<file path="config.mk">
export PLATFORM = sky130hd
export DESIGN_NAME = program_sequencer
export DESIGN_NICKNAME = d
export VERILOG_FILES = /design/src/rtl/program_sequencer_pkg.sv /design/src/rtl/program_select_encoder.sv /design/src/rtl/program_sequencer.sv
export SDC_FILE = /design/constraint.sdc
export NUM_CORES = 1
export LEC_CHECK = 0
export CAP_MARGIN = 20
export CORE_MARGIN = 3
export CORE_UTILIZATION = 60
export CTS_CLUSTER_DIAMETER = 40
export DETAILED_ROUTE_END_ITERATION = 10
export DONT_BUFFER_PORTS = 1
export PLACE_DENSITY = 0.76
export SLEW_MARGIN = 10
export SYNTH_ARGS = -nofsm -noshare
export SYNTH_HDL_FRONTEND = slang
export SYNTH_SLANG_ARGS = --single-unit
</file>
<file path="constraint.sdc">
create_clock -name clk -period 4.9 [get_ports clk]
set_input_delay 0.735 -clock clk [delete_from_list [all_inputs] [get_ports clk]]
set_output_delay 0.735 -clock clk [all_outputs]
set_load 0.1 [all_outputs]
</file>
<file path="src/rtl/program_sequencer_pkg.sv">
// Shared constants, state encoding and opcode helpers for the program sequencer.
// The optional watchdog is enabled with SEQ_WATCHDOG_EN.
package program_sequencer_pkg;

    localparam logic [3:0] OP_JMPC = 4'b1100;
    localparam logic [3:0] OP_JMP  = 4'b1101;
    localparam logic [3:0] OP_HALT = 4'b1110;

    localparam int IMEM_DEPTH = 128;
    localparam int WDOG_LIMIT = 4095;

    typedef enum logic [2:0] {
        IDLE,
        FETCH,
        EXEC,
        COND,
        HALTED,
        FAULT
    } seqState_t;

    function automatic logic isDataOp(input logic [3:0] opcode);
        return !(opcode inside {OP_JMPC, OP_JMP, OP_HALT});
    endfunction

    function automatic logic pcInRange(input logic [7:0] pc);
        return (int'(pc) < IMEM_DEPTH);
    endfunction

endpackage

</file>
<file path="src/rtl/program_select_encoder.sv">
// Priority encoder: keeps only the lowest-numbered set bit of the program switches.
module program_select_encoder (
    input  logic [7:0] programSelect,
    output logic [7:0] oneHot
);

    // Two's-complement trick isolates the lowest set bit; zero stays zero.
    assign oneHot = programSelect & (~programSelect + 8'd1);

endmodule

</file>
<file path="src/rtl/program_sequencer.sv">
// Instruction fetch/issue sequencer with jumps, conditional jumps and halt.
// Defining SEQ_WATCHDOG_EN adds an instruction/jump budget and the watchdogTrip output.
//
// state  | meaning
// IDLE   | waiting for start; PC parked at 0
// FETCH  | capture instruction at PC into instrOut
// EXEC   | issue data op until execReady, or resolve JMP/JMPC/HALT
// COND   | sample condValue and resolve the conditional jump
// HALTED | program finished; only abort/reset leave
// FAULT  | bad select, out-of-range PC or watchdog; only abort/reset leave
module program_sequencer
    import program_sequencer_pkg::*;
(
    input  logic        clk,
    input  logic        reset,
    input  logic        start,
    input  logic        abort,
    input  logic [7:0]  programSelect,
    input  logic [15:0] instruction,
    input  logic [7:0]  condValue,
    input  logic        execReady,
    output logic [7:0]  address,
    output logic [7:0]  activeSelect,
    output logic [15:0] instrOut,
    output logic        instrValid,
    output logic [3:0]  condRegAddr,
    output logic        busy,
    output logic        halted,
`ifdef SEQ_WATCHDOG_EN
    output logic        watchdogTrip,
`endif
    output logic        fault
);

    seqState_t  state;
    logic [7:0] encodedSelect;
    logic [7:0] pcInc;
    logic [7:0] jmpTarget;
    logic [7:0] condTarget;
    logic [7:0] nextPc;
    logic       wdogExpire;
    logic       pcFault;
    logic [3:0] opcode;

    program_select_encoder u_encoder (
        .programSelect (programSelect),
        .oneHot        (encodedSelect)
    );

    assign opcode     = instrOut[15:12];
    assign pcInc      = address + 8'd1;
    assign jmpTarget  = pcInc + instrOut[7:0];
    assign condTarget = pcInc + {{4{instrOut[3]}}, instrOut[3:0]};

    always_comb begin
        nextPc = pcInc;
        if (state == EXEC && opcode == OP_JMP)
            nextPc = jmpTarget;
        else if (state == COND && condValue != 8'd0)
            nextPc = condTarget;
    end

    assign pcFault = !pcInRange(nextPc) || wdogExpire;

`ifdef SEQ_WATCHDOG_EN
    logic [11:0] wdogRemain;
    logic        wdogEvent;

    // Down-counter of remaining budget; the event that would consume the last unit trips.
    assign wdogEvent  = (state == EXEC && ((isDataOp(opcode) && execReady) || opcode == OP_JMP))
                     || (state == COND);
    assign wdogExpire = wdogEvent && (wdogRemain == 12'd1);

    always_ff @(posedge clk) begin
        if (reset) begin
            wdogRemain   <= 12'(WDOG_LIMIT);
            watchdogTrip <= 1'b0;
        end else if (!abort && state == IDLE && start) begin
            wdogRemain   <= 12'(WDOG_LIMIT);
            watchdogTrip <= 1'b0;
        end else if (!abort && wdogEvent) begin
            wdogRemain <= wdogRemain - 12'd1;
            if (wdogExpire)
                watchdogTrip <= 1'b1;
        end
    end
`else
    assign wdogExpire = 1'b0;
`endif

    always_ff @(posedge clk) begin
        if (reset) begin
            state        <= IDLE;
            address      <= 8'd0;
            activeSelect <= 8'd0;
            instrOut     <= 16'd0;
            condRegAddr  <= 4'd0;
            instrValid   <= 1'b0;
        end else if (abort) begin
            state      <= IDLE;
            address    <= 8'd0;
            instrValid <= 1'b0;
        end else begin
            case (state)
                IDLE: begin
                    if (start) begin
                        if (programSelect == 8'd0) begin
                            state <= FAULT;
                        end else begin
                            activeSelect <= encodedSelect;
                            address      <= 8'd0;
                            state        <= FETCH;
                        end
                    end
                end
                FETCH: begin
                    instrOut   <= instruction;
                    instrValid <= isDataOp(instruction[15:12]);
                    if (instruction[15:12] == OP_JMPC)
                        condRegAddr <= instruction[7:4];
                    state <= EXEC;
                end
                EXEC: begin
                    if (opcode == OP_HALT) begin
                        state <= HALTED;
                    end else if (opcode == OP_JMPC) begin
                        state <= COND;
                    end else if (opcode == OP_JMP || execReady) begin
                        instrValid <= 1'b0;
                        if (pcFault) begin
                            state <= FAULT;
                        end else begin
                            address <= nextPc;
                            state   <= FETCH;
                        end
                    end
                end
                COND: begin
                    if (pcFault) begin
                        state <= FAULT;
                    end else begin
                        address <= nextPc;
                        state   <= FETCH;
                    end
                end
                default: ;
            endcase
        end
    end

    assign busy   = (state == FETCH) || (state == EXEC) || (state == COND);
    assign halted = (state == HALTED);
    assign fault  = (state == FAULT);

endmodule

</file>
# Word level (Yosys, flattened, before mapping)
# Cells that the tools add are included.
dict set report op_classes {
  n_addsub 4
  n_lt_le_gt_ge 1
  reduce_logical 20
  eq_ne 17
  n_mux 20
  bitwise_logic 4
}
# op n
set op_table {}
lappend op_table {{8-bit 2-to-1 mux} 8}
lappend op_table {{4-bit equality test (second input constant)} 6}
lappend op_table {{8-bit case mux with 3 select lines} 1}
lappend op_table {{3-bit 2-to-1 mux} 6}
lappend op_table {{8-bit by 1-bit adder with 8-bit output (second input constant)} 2}
lappend op_table {{8-bit adder} 2}
lappend op_table {{3-bit case mux with 4 select lines} 1}
lappend op_table {{8-bit AND} 1}
lappend op_table {{8-bit zero test} 1}
lappend op_table {{8-bit less-than comparator (second input constant)} 1}
lappend op_table {{2-bit inequality test (second input constant)} 4}
lappend op_table {{8-bit inverter} 1}
lappend op_table {{4-bit AND reduction} 2}
lappend op_table {{8-bit nonzero test} 1}
lappend op_table {{3-bit by 2-bit equality test with 1-bit output (second input constant)} 2}
lappend op_table {{3-bit equality test (second input constant)} 2}
lappend op_table {{3-bit AND reduction} 2}
lappend op_table {{6-bit AND reduction} 1}
lappend op_table {{3-bit nonzero test} 2}
lappend op_table {{4-bit by 1-bit inequality test with 1-bit output (second input constant)} 1}
lappend op_table {{4-bit nonzero test} 1}
lappend op_table {{3-bit by 1-bit equality test with 1-bit output (second input constant)} 1}
lappend op_table {{3-bit zero test} 1}
lappend op_table {{1-bit logical OR} 3}
lappend op_table {{other kinds (9)} 13}
dict set report totals {
  inputBits 37
  register_bits 40
}

# Logic depth before layout (Yosys ltp)
dict set report depth {
  word_depth 10
  mapped_depth 12
  ltp_nobuf 12
}

# Hierarchy
# A second synthesis with hierarchy kept.
dict set report hier_totals {
  hier_cells 308
  hier_area_um2 2548.7
}
# mod cells_per_inst seq_area_each_um2 area_each_um2 instances
set modules_own_cells {}
lappend modules_own_cells {program_sequencer 298 800.8 2464.9 1}
lappend modules_own_cells {program_select_encoder 10 0.0 83.8 1}

# Least setup slack after synthesis
# No wires, ideal clock.
dict set report synth_path {
  path_kind {flip-flop to flip-flop}
  startpoint {register address[0]}
  endpoint {register address[2]}
  path_buffers 0
  path_stages_with_launch 12
  slack_ps 1181
  setup_ps 121
  t_arrival_ps 3598
  cell_sequence {dfxtp_1 -> ha_1 -> nand3_1 -> xnor2_1 -> ha_1 -> o21ai_1 -> a32o_2 -> a2111o_1 -> o21ai_2 -> xnor2_1 -> a31oi_4 -> mux2_4}
}
dict set report synth_between {
  elab_chain_cells 10
  word_cells_on_any_way 11
}
# element line
set synth_lines {}
lappend synth_lines {{from (decl)} program_sequencer.sv:22} ;# output logic [7:0] address,
lappend synth_lines {{from (signal assigned)} program_sequencer.sv:133} ;# address <= nextPc;
lappend synth_lines {{from (signal assigned)} program_sequencer.sv:142} ;# address <= nextPc;
lappend synth_lines {{8-bit by 1-bit adder with 8-bit output *} program_sequencer.sv:51} ;# assign pcInc = address + 8'd1;
lappend synth_lines {{8-bit adder} program_sequencer.sv:53} ;# assign condTarget = pcInc + {{4{instrOut[3]}}, instrOut[3:0]};
lappend synth_lines {{8-bit 2-to-1 mux} program_sequencer.sv:59} ;# else if (state == COND && condValue != 8'd0)
lappend synth_lines {{8-bit 2-to-1 mux *} program_sequencer.sv:57} ;# if (state == EXEC && opcode == OP_JMP)
lappend synth_lines {{8-bit less-than comparator} program_sequencer_pkg.sv:26} ;# return (int'(pc) < IMEM_DEPTH);
lappend synth_lines {{8-bit 2-to-1 mux *} {program_sequencer.sv:130, program_sequencer.sv:139}}
lappend synth_lines {{8-bit 2-to-1 mux} program_sequencer.sv:128} ;# end else if (opcode == OP_JMP || execReady) begin
lappend synth_lines {{8-bit 2-to-1 mux} program_sequencer.sv:126} ;# end else if (opcode == OP_JMPC) begin
lappend synth_lines {{8-bit 2-to-1 mux} program_sequencer.sv:124} ;# if (opcode == OP_HALT) begin
lappend synth_lines {{8-bit case mux with 3 select lines *} program_sequencer.sv:104} ;# case (state)
# Mark *: on every way between the ends. The rest lies on a longest branch, timed or not. The select of a mux whose other input is x is not followed.
# A chain may end at the register's enable or synchronous reset.

# Final worst setup path
dict set report layout_path {
  startpoint {register address[0]}
  endpoint {register address[6]}
}
# The elaborated chain is that of the path after synthesis.

==> impl_results.md <==
* Status: finished, final reports clean
* Final Net Count at 369
* Count of flip-flops with a built-in enable after synthesis at 0
* Antenna-violating nets left at 0
* Final Hold Vio Count at 0
* Number of cells upsized or downsized after cts at 0
* Top FF cell, synth: dfxtp_1
* Dominant combinational cell family by area after synthesis: simple AND/OR/NAND/NOR gates
* Setup Total Neg Slack at 0 ns
* Die height at 69.67 µm
* Simple-gate share of the synthesized area at 0.2495
* Final slew viol count at 0
* Maximum ir drop on the vdd rail at between 0.2 and 0.25 mV
* Startpoint of the lowest-slack register-to-register path: address[0]
* Power share of the clock group at 0.346
* # port buffers at 0
* CTS sink cnt at 40
* Gr ovfl total at 0
* Via count of the first global-routing pass at approximately 2100
* Mux cell area share after synthesis at 0.05350
* Fill cell count at 307
* Number of failing setup endpoints in the final timing report at 0
* Top-area cell type share of the netlist area at 0.3292
* Post-Synthesis Net Count at 358
* Syn-to-layout area delta at 9.259%
* Xor/xnor cell area share of the yosys netlist at 0.05967
* Setup skew after layout at 0.004100 ns
* Min-Delay Startpoint: reset
* Switching power of the nets at 0.0001922 W
* H-tree Lvls at 2
* Worst setup slack for register-to-register paths at about 1.5 ns
* Remaining max-slew budget at the tightest pin at 0.2938
* RSZ-0062 raised after global routing: no
* Source-to-sink clock delay at the later pin of the worst-skew pair at around 0.30 ns
* Yosys warnings at 0
* Synthesized-area fraction occupied by ao, oa, aoi and oai cells at 0.2068
* Area after detailed placement at 0.002561 mm²
* Placeable core area at 0.003771 mm²
* Fmax at 292.0 MHz
* Number of register bits inferred by synthesis at 40
* Switching power share of the total at 0.2994
* Combinational group share of total power at 0.095
* Total inserted antenna cells at 0
* Reported max-cap violation count at 0
* # DRC at 0
* Total power density per cell area at approximately 240 mW/mm²
* Fraction of final layout cells sized beyond drive strength 1 at 0.1094
* Total detailed-routing wirelength at 5.808 mm
* Synthesized cell area at 0.002432 mm²
* Maximum number of pins on one net before global-route repair at 31
* Data arrival, critical path at 3.62 ns
* Count of mapped cells out of synthesis at 308
* Synthesized area per cell at 7.897 µm²
* Die width at 69.67 µm
* Final std cell area, no fill at ~0.0027 mm²
* Leakage power at 1.065 nW
* Number of antenna violations at the first check in global routing at 0
* Worst Reg2Reg Path Length in Cells at 12
* Cell type with the largest total area after synthesis: dfxtp_1
* Initial DRC Count at 169
* Average via count per standard cell at 5.976
* Overall routing resource usage at 0.2459
* Number of rows created at floorplan at 22
* First-pass detailed-route iteration total at 4
* Number of distinct library cells after synthesis at between 40 and 50
* Placer congestion estimate at 0.8721
* Clock tree from TritonCTS: yes
* Share of synthesized cell area in full adder, half adder and majority cells at 0.06996
* Kind of capture point of the worst setup path: flip-flop
* Clock Tree Buf Depth at 2
* Total I/O pin count at 77
* Reg2reg end: address[6]
* Time the worst path needs with I/O delays and setup at 3.425 ns
* Area enclosed by the die boundary at 0.004854 mm²
* Detail-routed net length per standard cell at ~16 µm
* Asr flop ratio synth at 0
* Seq pwr share at 0.559
* Worst min-delay path class: input pin to flip-flop
* Effective utilization at floorplan at 0.6450
* Destination of the worst hold path: instrOut[12]
* Wire length of the first global-routing pass at 9.715 mm
* Setup Crit Path Kind: flip-flop to flip-flop
* Depth of the worst hold-timing path at 1
* Clock tree root driver cell: clkbuf_8
* Number of hold buffers added after CTS at 0
* Tcrit/Tclk final at 0.6989
* Sequential fraction of the synthesis area at 0.3292
* Inserted Clock Buffers at 5
* Required @ worst endpoint at 5.09 ns
* Maximum fanout along the worst path at 8
* Clock transition at the registers of the reported paths at 0.08 ns
* Total via count in the routed design at 2199
* Number of setup buffers added after CTS at 0
* Startpoint class of the critical path: flip-flop
* Utilization after layout at 0.7047
* Main area contributors after synthesis: dfxtp_1 33%, nand2_1 9.4%, a21oi_1 6.4%
* DPL Wire Length at 4.505 mm
* Internal power at 0.0004498 W
* Tightest Pin Transition at between 1 and 1.5 ns
[metal layers]
| layer | routed length, µm | up-vias | track usage |
|---|---|---|---|
| li1 | - | 1099 | - |
| met1 | 2567 | 1009 | 0.3199 |
| met2 | 2619 | 82 | 0.3782 |
| met3 | 519 | 9 | 0.08551 |
| met4 | 102 | 0 | 0.08723 |
| met5 | 0 | - | 0 |
[synthesized netlist by cell type, drive strengths merged, types with 4 or more instances]
library cell	count
xor2	7
dfxtp	40
o21a	4
nand2	61
nand3	5
o21ai	14
a21oi	32
o211ai	6
nor3	4
ha	12
inv	8
nor2	29
and2	6
mux2i	10
clkbuf	11
nand3b	5
nor4	4
xnor2	7
[cell type report]
| class | instances | area, µm² | area share |
|---|---|---|---|
| sequential | 40 | 800.8 | 0.3013 |
| timing repair buffer | 16 | 120.1 | 0.04520 |
| tap | 48 | 60.06 | 0.02260 |
| multi-input combinational | 248 | 1558 | 0.5862 |
| clock buffer | 6 | 72.57 | 0.02731 |
| clock inverter | 2 | 16.27 | 0.006121 |
| inverter | 8 | 30.03 | 0.01130 |
[logic make-up after synthesis]
logic type      Yosys count
simple gates            132
compound gates           76
flops                    40
buf+inv                  20
xor+xnor                 15
fa+ha+maj                13
mux                      12
[through the flow]
stage	setup WS (ns)	total power [W]	cells	hold slack (ns)
floorplan	1.181	0.0004189	308	0.5344
global placement	1.603	0.0004253	359	0.5791
detailed placement	1.529	0.0004264	359	0.5829
CTS	1.475	0.0006481	367	0.4839
global route	1.295	0.0006671	368	0.4811
finish	1.475	0.0006421	368	0.4968
[power groups by stage]
stage / logic, W / registers, W / clock network (W)
after floorplan: 0.0000417 / 0.000377 / 0
after global placement: 0.0000589 / 0.000366 / 0
after detailed placement: 0.0000599 / 0.000366 / 0
after CTS: 0.0000602 / 0.000359 / 0.000229
after global routing: 0.0000659 / 0.000360 / 0.000241
final: 0.0000607 / 0.000359 / 0.000222
[critical path, stage by stage, from the launching register on]
cell      delay (ns)
dfxtp_1         0.32
buf_4           0.32
ha_1            0.25
nand3_1         0.12
xnor2_1         0.34
ha_1            0.26
nor2_1          0.06
a32o_2          0.28
a2111o_1        0.42
o21ai_2         0.09
xnor2_1         0.12
a31oi_4         0.40
mux2_4          0.34
[cells in the final DEF, fill, tap and decap left out, types with 2 or more instances in the layout]
cell      netlist  layout
o21ai_2         2       2
o21ai_0        11      11
a21oi_1        31      31
mux2i_1        10      10
clkbuf_8        0       5
or4_1           3       3
o211ai_1        6       6
nor3_1          4       4
o221a_2         2       2
a21o_1          3       3
nand2_1        61      61
a211oi_1        2       2
nor4_1          4       4
xnor2_1         7       7
buf_4           0      16
a31oi_1         2       2
dfxtp_1        40      40
and2_1          6       6
o21a_1          4       4
or3_1           3       3
a21boi_1        2       2
nand2b_1        3       3
xor2_1          7       7
nand4b_1        2       2
nand3b_1        5       5
mux2_4          2       2
ha_1           12      12
nor2b_1         3       3
inv_1           8       8
nand3_1         5       5
nor2_1         29      28
[sequential cells by signal, summed over array words and instances, names as in the netlist]
register and count:
condRegAddr 4, address 8, activeSelect 8, state 3, instrValid 1, instrOut 16
[worst max path at each step]
stage,startpoint,endpoint,slack [ns],depth (start not counted)
floorplan,address[0],address[2],1.18,11
detailed placement,address[0],address[6],1.53,12
global route,address[0],address[6],1.30,12
CTS,address[0],address[6],1.47,12
global placement,address[0],address[6],1.60,12
finish,address[0],address[6],1.48,12
Note: power is estimated with default switching activity, not from simulation.
